==> config.mk <==
export PLATFORM = sky130hd
export DESIGN_NAME = morse_letter_sequencer_flat
export DESIGN_NICKNAME = d
export VERILOG_FILES = /design/src/rtl/morse_letter_sequencer_if.sv /design/src/rtl/morse_letter_sequencer.sv /design/src/flat_wrapper.sv
export SDC_FILE = /design/constraint.sdc
export NUM_CORES = 1
export LEC_CHECK = 0
export CORE_ASPECT_RATIO = 0.9
export CORE_UTILIZATION = 60
export DETAILED_ROUTE_END_ITERATION = 16
export PLACE_DENSITY = 0.87
export REMOVE_ABC_BUFFERS = 1
export SLEW_MARGIN = 25
export SYNTH_ARGS = -nofsm -noshare
export SYNTH_HDL_FRONTEND = slang
export SYNTH_SLANG_ARGS = --single-unit
==> constraint.sdc <==
create_clock -name CLOCK_50 -period 7.7 [get_ports CLOCK_50]
set_clock_uncertainty 0.05 [all_clocks]
set_input_delay 2.31 -clock CLOCK_50 [delete_from_list [all_inputs] [get_ports CLOCK_50]]
set_output_delay 2.31 -clock CLOCK_50 [all_outputs]
set_load 0.1 [all_outputs]
==> src/rtl/morse_letter_sequencer_if.sv <==
// Letter request handshake between a requester and the Morse sequencer.
// The requester offers char_code with char_valid; the sequencer answers with char_ready.
interface morse_letter_sequencer_if;
  logic       char_valid;
  logic [2:0] char_code;
  logic       char_ready;

  modport master (
    output char_valid,
    output char_code,
    input  char_ready
  );

  modport slave (
    input  char_valid,
    input  char_code,
    output char_ready
  );
endinterface

==> src/rtl/morse_letter_sequencer.sv <==
// FIFO-fed Morse player: queued letters A-H are shifted MSB-first onto one LED,
// one bit per unit, each followed by a timed gap and a char_done pulse.
module morse_letter_sequencer #(
  parameter int TICK_DIV   = 25000000,
  parameter int FIFO_DEPTH = 4,
  parameter int GAP_UNITS  = 3
) (
  input  logic CLOCK_50,
  input  logic reset,
  input  logic abort,
  morse_letter_sequencer_if.slave req,
  output logic led,
  output logic char_done,
  output logic busy,
  output logic [$clog2(FIFO_DEPTH+1)-1:0] fifo_count
);

  localparam int CW = $clog2(FIFO_DEPTH + 1);
  localparam int AW = (FIFO_DEPTH > 1) ? $clog2(FIFO_DEPTH) : 1;
  localparam int TW = $clog2(TICK_DIV);
  localparam int GW = $clog2(GAP_UNITS + 1);

  typedef enum logic [1:0] {
    S_IDLE,
    S_LOAD,
    S_SHIFT,
    S_GAP
  } state_t;

  function automatic logic [12:0] rom(input logic [2:0] code);
    logic [12:0] p;
    unique case (code)
      3'd0: p = 13'b1011100000000;
      3'd1: p = 13'b1110101010000;
      3'd2: p = 13'b1110101110100;
      3'd3: p = 13'b1110101000000;
      3'd4: p = 13'b1000000000000;
      3'd5: p = 13'b1010111010000;
      3'd6: p = 13'b1110111010000;
      default: p = 13'b1010101000000;
    endcase
    return p;
  endfunction

  state_t      state_q, state_d;
  logic [2:0]  mem_q [FIFO_DEPTH];
  logic [2:0]  mem_d [FIFO_DEPTH];
  logic [AW-1:0] wr_q, wr_d;
  logic [AW-1:0] rd_q, rd_d;
  logic [CW-1:0] cnt_q, cnt_d;
  logic [2:0]  letter_q, letter_d;
  logic [12:0] sr_q, sr_d;
  logic [TW-1:0] tick_q, tick_d;
  logic [GW-1:0] gap_q, gap_d;
  logic        led_q, led_d;
  logic        done_q, done_d;
  logic        push, pop, tick;

  assign req.char_ready = !reset && !abort &&
                          (cnt_q != CW'(FIFO_DEPTH));
  assign push = req.char_valid && req.char_ready;
  assign pop  = (state_q == S_IDLE) && (cnt_q != '0);
  assign tick = (tick_q == TW'(TICK_DIV - 1));

  assign led        = led_q;
  assign char_done  = done_q;
  assign fifo_count = cnt_q;
  assign busy       = (state_q != S_IDLE) || (cnt_q != '0);

  always_comb begin
    state_d  = state_q;
    mem_d    = mem_q;
    wr_d     = wr_q;
    rd_d     = rd_q;
    cnt_d    = cnt_q;
    letter_d = letter_q;
    sr_d     = sr_q;
    tick_d   = tick_q;
    gap_d    = gap_q;
    led_d    = led_q;
    done_d   = 1'b0;

    if (push) begin
      mem_d[wr_q] = req.char_code;
      wr_d = wr_q + AW'(1);
    end
    unique case ({push, pop})
      2'b10:   cnt_d = cnt_q + CW'(1);
      2'b01:   cnt_d = cnt_q - CW'(1);
      default: cnt_d = cnt_q;
    endcase

    unique case (state_q)
      S_IDLE: begin
        tick_d = '0;
        if (pop) begin
          letter_d = mem_q[rd_q];
          rd_d     = rd_q + AW'(1);
          state_d  = S_LOAD;
        end
      end
      S_LOAD: begin
        sr_d    = rom(letter_q);
        tick_d  = '0;
        state_d = S_SHIFT;
      end
      S_SHIFT: begin
        tick_d = tick ? '0 : tick_q + TW'(1);
        if (tick) begin
          led_d = sr_q[12];
          sr_d  = sr_q << 1;
          // Stop as soon as only zeros remain so trailing zeros never play.
          if (sr_q[11:0] == '0) begin
            gap_d   = '0;
            state_d = S_GAP;
          end
        end
      end
      default: begin
        tick_d = tick ? '0 : tick_q + TW'(1);
        if (tick) begin
          led_d = 1'b0;
          gap_d = gap_q + GW'(1);
          if (gap_q == GW'(GAP_UNITS - 1)) begin
            done_d  = 1'b1;
            state_d = S_IDLE;
          end
        end
      end
    endcase

    if (abort) begin
      state_d = S_IDLE;
      wr_d    = '0;
      rd_d    = '0;
      cnt_d   = '0;
      sr_d    = '0;
      tick_d  = '0;
      gap_d   = '0;
      led_d   = 1'b0;
      done_d  = 1'b0;
    end
  end

  always_ff @(posedge CLOCK_50) begin
    if (reset) begin
      state_q  <= S_IDLE;
      wr_q     <= '0;
      rd_q     <= '0;
      cnt_q    <= '0;
      letter_q <= '0;
      sr_q     <= '0;
      tick_q   <= '0;
      gap_q    <= '0;
      led_q    <= 1'b0;
      done_q   <= 1'b0;
    end else begin
      state_q  <= state_d;
      mem_q    <= mem_d;
      wr_q     <= wr_d;
      rd_q     <= rd_d;
      cnt_q    <= cnt_d;
      letter_q <= letter_d;
      sr_q     <= sr_d;
      tick_q   <= tick_d;
      gap_q    <= gap_d;
      led_q    <= led_d;
      done_q   <= done_d;
    end
  end

endmodule

==> src/flat_wrapper.sv <==
// flat-port wrapper written by rule: the top's interface ports become plain ports
module morse_letter_sequencer_flat 
#(
  parameter int TICK_DIV   = 25000000,
  parameter int FIFO_DEPTH = 4,
  parameter int GAP_UNITS  = 3
)
  (CLOCK_50, reset, abort, led, char_done, busy, fifo_count, req_char_valid, req_char_code, req_char_ready);
  morse_letter_sequencer_if req_i ();
  input  logic CLOCK_50;
  input  logic reset;
  input  logic abort;
  output logic led;
  output logic char_done;
  output logic busy;
  output logic [$clog2(FIFO_DEPTH+1)-1:0] fifo_count;
  input wire logic [$bits(req_i.char_valid)-1:0] req_char_valid;
  input wire logic [$bits(req_i.char_code)-1:0] req_char_code;
  output wire logic [$bits(req_i.char_ready)-1:0] req_char_ready;
  assign req_i.char_valid = req_char_valid;
  assign req_i.char_code = req_char_code;
  assign req_char_ready = req_i.char_ready;
  morse_letter_sequencer #(.TICK_DIV(TICK_DIV), .FIFO_DEPTH(FIFO_DEPTH), .GAP_UNITS(GAP_UNITS)) u_core (.CLOCK_50(CLOCK_50), .reset(reset), .abort(abort), .req(req_i), .led(led), .char_done(char_done), .busy(busy), .fifo_count(fifo_count));
endmodule
==> Word-level counts from Yosys, hierarchy flattened <==
Cells that the tools add are included.
{ "word_totals": {"regBits": 66} }
{ "op_classes": {"add_sub_neg": 6, "bitwise_logic": 5, "reduce_logical": 27, "eq_ne": 16, "magnitude_cmp": 3, "muxes": 24} }
{ "ops": {"columns": ["cell", "count"], "rows": [
  ["12-bit one-hot mux with 7 select lines", 1],
  ["13-bit one-hot mux with 2 select lines", 1],
  ["25-bit by 1-bit adder with 25-bit output (second input constant)", 1],
  ["25-bit equality test (second input constant)", 1],
  ["2-bit 2-to-1 mux", 8],
  ["13-bit 2-to-1 mux", 1],
  ["12-bit bitwise mux", 1],
  ["12-bit logical NOT", 1],
  ["3-bit equality test (second input constant)", 3],
  ["3-bit 2-to-1 mux", 3],
  ["2-bit AND reduction", 4],
  ["2-bit by 1-bit adder with 2-bit output (second input constant)", 3],
  ["3-bit binary-select mux with 2-bit select", 1],
  ["3-bit demux with 2-bit select", 1],
  ["2-bit equality test (second input constant)", 3],
  ["3-bit by 2-bit equality test with 1-bit output (second input constant)", 2],
  ["3-bit greater-or-equal comparator (second input constant)", 2],
  ["2-bit by 1-bit != test with 1-bit output (second input constant)", 3],
  ["2-bit inverter with 3-bit output", 2],
  ["2-bit one-hot mux with 3 select lines", 1],
  ["3-bit one-hot mux with 2 select lines", 1],
  ["2-bit nonzero test", 3],
  ["3-bit nonzero test", 2],
  ["6-bit OR reduction", 1],
  ["20 further kinds", 31]
]} }

==> Logic depth before layout (Yosys ltp) <==
{ "logic_depth": {"depth_word": 6, "depth_mapped": 10, "ltp_nobuf": 10} }

==> Worst setup path before layout <==
Ideal clock, no wire load.
{ "synth_timing": {"path_kind": "input-to-output", "startpoint": "input port reset", "endpoint": "output port req_char_ready", "stages": 2, "setup_slack_ns": 1.082, "arrival_ns": 4.258, "required_time_ns": 5.340, "n_path_buf": 0, "path_cell_list": "or2_2 -> a31oi_1"} }
{ "synth_between": {"elab_chain_len": 3} }
{ "synth_rtl": {"columns": ["item", "line", "rtl"], "rows": [
  ["start, declared", "flat_wrapper.sv:11", "input logic reset;"],
  ["1-bit logical NOT", "morse_letter_sequencer.sv:59", "assign req.char_ready = !reset && !abort &&"],
  ["1-bit logical AND (2 in series)", "morse_letter_sequencer.sv:59", null],
  ["end, declared", "flat_wrapper.sv:19", "output wire logic [$bits(req_i.char_ready)-1:0] req_char_ready;"]
]} }
Every way passes these cells.

==> Worst setup path after layout <==
Same ends and word-level chain as after synthesis.

==> summary.txt <==
vias in the first global route = 2107
Sequential cell area = 1401 um2
Crit path max-delay family = buffers and inverters
crit share post-route = 0.8411
# IOs = 14
Buf/Inv on CP = 2
post-layout util = 0.7266
ys async rst share = 0
CTS H-tree lvls = 3
Fmax = 0.1544 GHz
Worst path max stage delay = 500 ps
GP Congestion = 0.7876
WL/cell = 15.73 um
final worst slack = 1223 ps
max cap viols = 0
PD cells = 210.1 nW/um2
multi-input gate area in the final layout = 1445 um2
1st-iter DRT viols = 212
Pint = 0.0005367 W
Comb power frac = 0.049
EDFF count, synth = 12
Max Buffers Root-to-Sink = 2
slew margin rel. = 0.3507
layout cell share with drive strength beyond 1 = 0.08232
DRC Markers = 0
CTS buffer count = 9
CP Max Fanout = 20
vias per inst = 5.797
clock sink count = 64
final setup fails = 0
largest net degree at the start of global routing = 26
Slowest-stage cell, CP = or2_2
row cnt = 23
crit path cell chain = clkdlybuf4s50_1 -> or2_2 -> a31oi_1 -> buf_4
outcome = complete, no violations
Design Area, Final = 3324 um2
Yosys warnings = 0
Cell variety after synth = 47
# diodes = 0
initial antenna violation count = 0
Global Route Usage Sum = 0.2653
Die Y = 68.50 um
post-cts sizing count = 0
Mapped Cells = 309
area post-placement = 3104 um2
Leakage Power = 1.165 nW
Worst Setup End Kind = output port
Tmin final = 6477 ps
Final Hold Vio Count = 0
synth cell count leaders = dfxtp_1 (52), nor2_1 (51), nand2_1 (21)
Hold Crit Class = register to register
worst skew pair latency = 350 ps
port bufs = 13
CP Class = input pin to output port
Initial Util = 0.6442
unrepaired setup endpoints after global routing = no
top cells by area, synth = dfxtp_1 (35%), edfxtp_1 (12%), nor2_1 (6.5%)
Syn Std Cell Area = 2948 um2
Area Growth Syn to Fin = 12.78%
wirelength, routed = 6.135 mm
Clock Pin Slew Worst Setup and Hold Paths = 70 ps
top_reg_cell synth = dfxtp_1
Die Area = 5198 um2
syn avg cell area = 9.540 um2
first-pass GRT wire length = 9.749 mm
vias = 2261
Slew @ Worst Pin = 970.9 ps
Fill cells = 305
Post-CTS Hold Fix Bufs = 0
Core Box Area = 4576 um2
WP depth = 4
Reg power frac = 0.495
gr ovfl total = 0
Arr. time, crit path = 4120 ps
pre-CTS setup slack = 1255 ps
Cells after DPL = 374
critical path startpoint category = input pin
count leader, synth = dfxtp_1
number of synthesized register bits = 64
NumNets Final = 341
root buffer cell = clkbuf_8
post-CTS setup buffer count = 0
Final Slew Violations = 0
sequential area share after synthesis = 0.4754
TNS Setup = 0 ps
Worst Reg-to-Reg Cells = 10
Die W = 75.89 um
Net Switching = 0.0001616 W
Post-Layout Cell Count = 390
TritonRoute pass-1 iters = 4
ANT nets after route = 0
switching share of power = 0.2314
power share of the clock group = 0.456
CTS tree = built
Worst EP required = 5340 ps
Synth area leader = dfxtp_1
Detailed Place HPWL = 3.909 mm
worst hold stages = 1
top-area cell type share of the netlist area = 0.3531
Max IR drop VDD = 0.0001838 V
==> flip-flops by register name, summed over array words and instances, names as in the netlist <==
register	flops
u_core.led	1
u_core.rd_q	2
u_core.wr_q	2
u_core.state_q	2
u_core.mem_q	12
u_core.letter_q	3
u_core.fifo_count	3
u_core.char_done	1
u_core.sr_q	11
u_core.gap_q	2
u_core.tick_q	25
==> worst reg2reg max path, cell delays in order, from the launching register on <==
cell and delay, ps:
dfxtp_1 430, inv_1 110, a31oi_1 410, and2_1 290, inv_1 60, ha_1 230, inv_1 70, fa_1 170
xor2_1 70, or3_1 330, a21oi_1 180
==> cells by family after synthesis <==
group	share of synthesized area
buf+inv	0.03438
compound gates	0.08617
flops	0.4754
xor+xnor	0.08319
fa+ha+maj	0.04924
simple gates	0.2351
mux	0.03650
==> layout by cell type (no fill, tap or decap), types with 9 or more instances in the layout <==
cell type	Yosys	layout
a21oi_1	10	10
edfxtp_1	12	12
xnor2_1	14	14
nor2_1	51	51
inv_1	13	13
dfxtp_1	52	52
nand2_1	21	21
xor2_1	14	14
clkdlybuf4s50_1	0	12
nand3_1	14	14
clkbuf_8	0	9
ha_1	10	10
==> final cells by class <==
class                      instances  area share
tap                               62     0.02333
multi-input combinational        221      0.4347
inverter                          14     0.01581
sequential                        64      0.4215
timing repair buffer              13     0.03839
clock inverter                     7     0.02898
clock buffer                       9     0.03726
==> power groups by stage <==
stage                     clock [W]  combinational, W  sequential, W
after CTS                  0.000322         0.0000344       0.000346
after global routing       0.000332         0.0000367       0.000346
after detailed placement          0         0.0000339       0.000353
after global placement            0         0.0000323       0.000353
after floorplan                   0         0.0000212       0.000355
final                      0.000318         0.0000344       0.000346
==> path summary, 6_finish.rpt <==
| kind | startpoint | end | slack, ps |
|---|---|---|---|
| worst max-delay path | reset | req_char_ready | 1220 |
| worst min-delay path | u_core.tick_q[0] | u_core.tick_q[0] | 410 |
| worst max register to register | u_core.fifo_count[0] | u_core.fifo_count[2] | 5230 |
| worst min register to register | u_core.tick_q[0] | u_core.tick_q[0] | 410 |
==> through the flow <==
step,hold WS (ps),power [W]
floorplan,362.9,0.0003762
global placement,377.3,0.0003852
global route,442.2,0.0007140
finish,413.6,0.0006984
detailed placement,405.4,0.0003870
CTS,416.2,0.0007021
==> per-layer routing <==
metal	track usage	wire [um]	vias to the layer above
met3	0.08721	369	13
li1	-	-	1112
met5	0	0	-
met2	0.4270	2988	78
met1	0.3296	2669	1058
met4	0.1065	106	0
(Power assumes the default switching activity.)
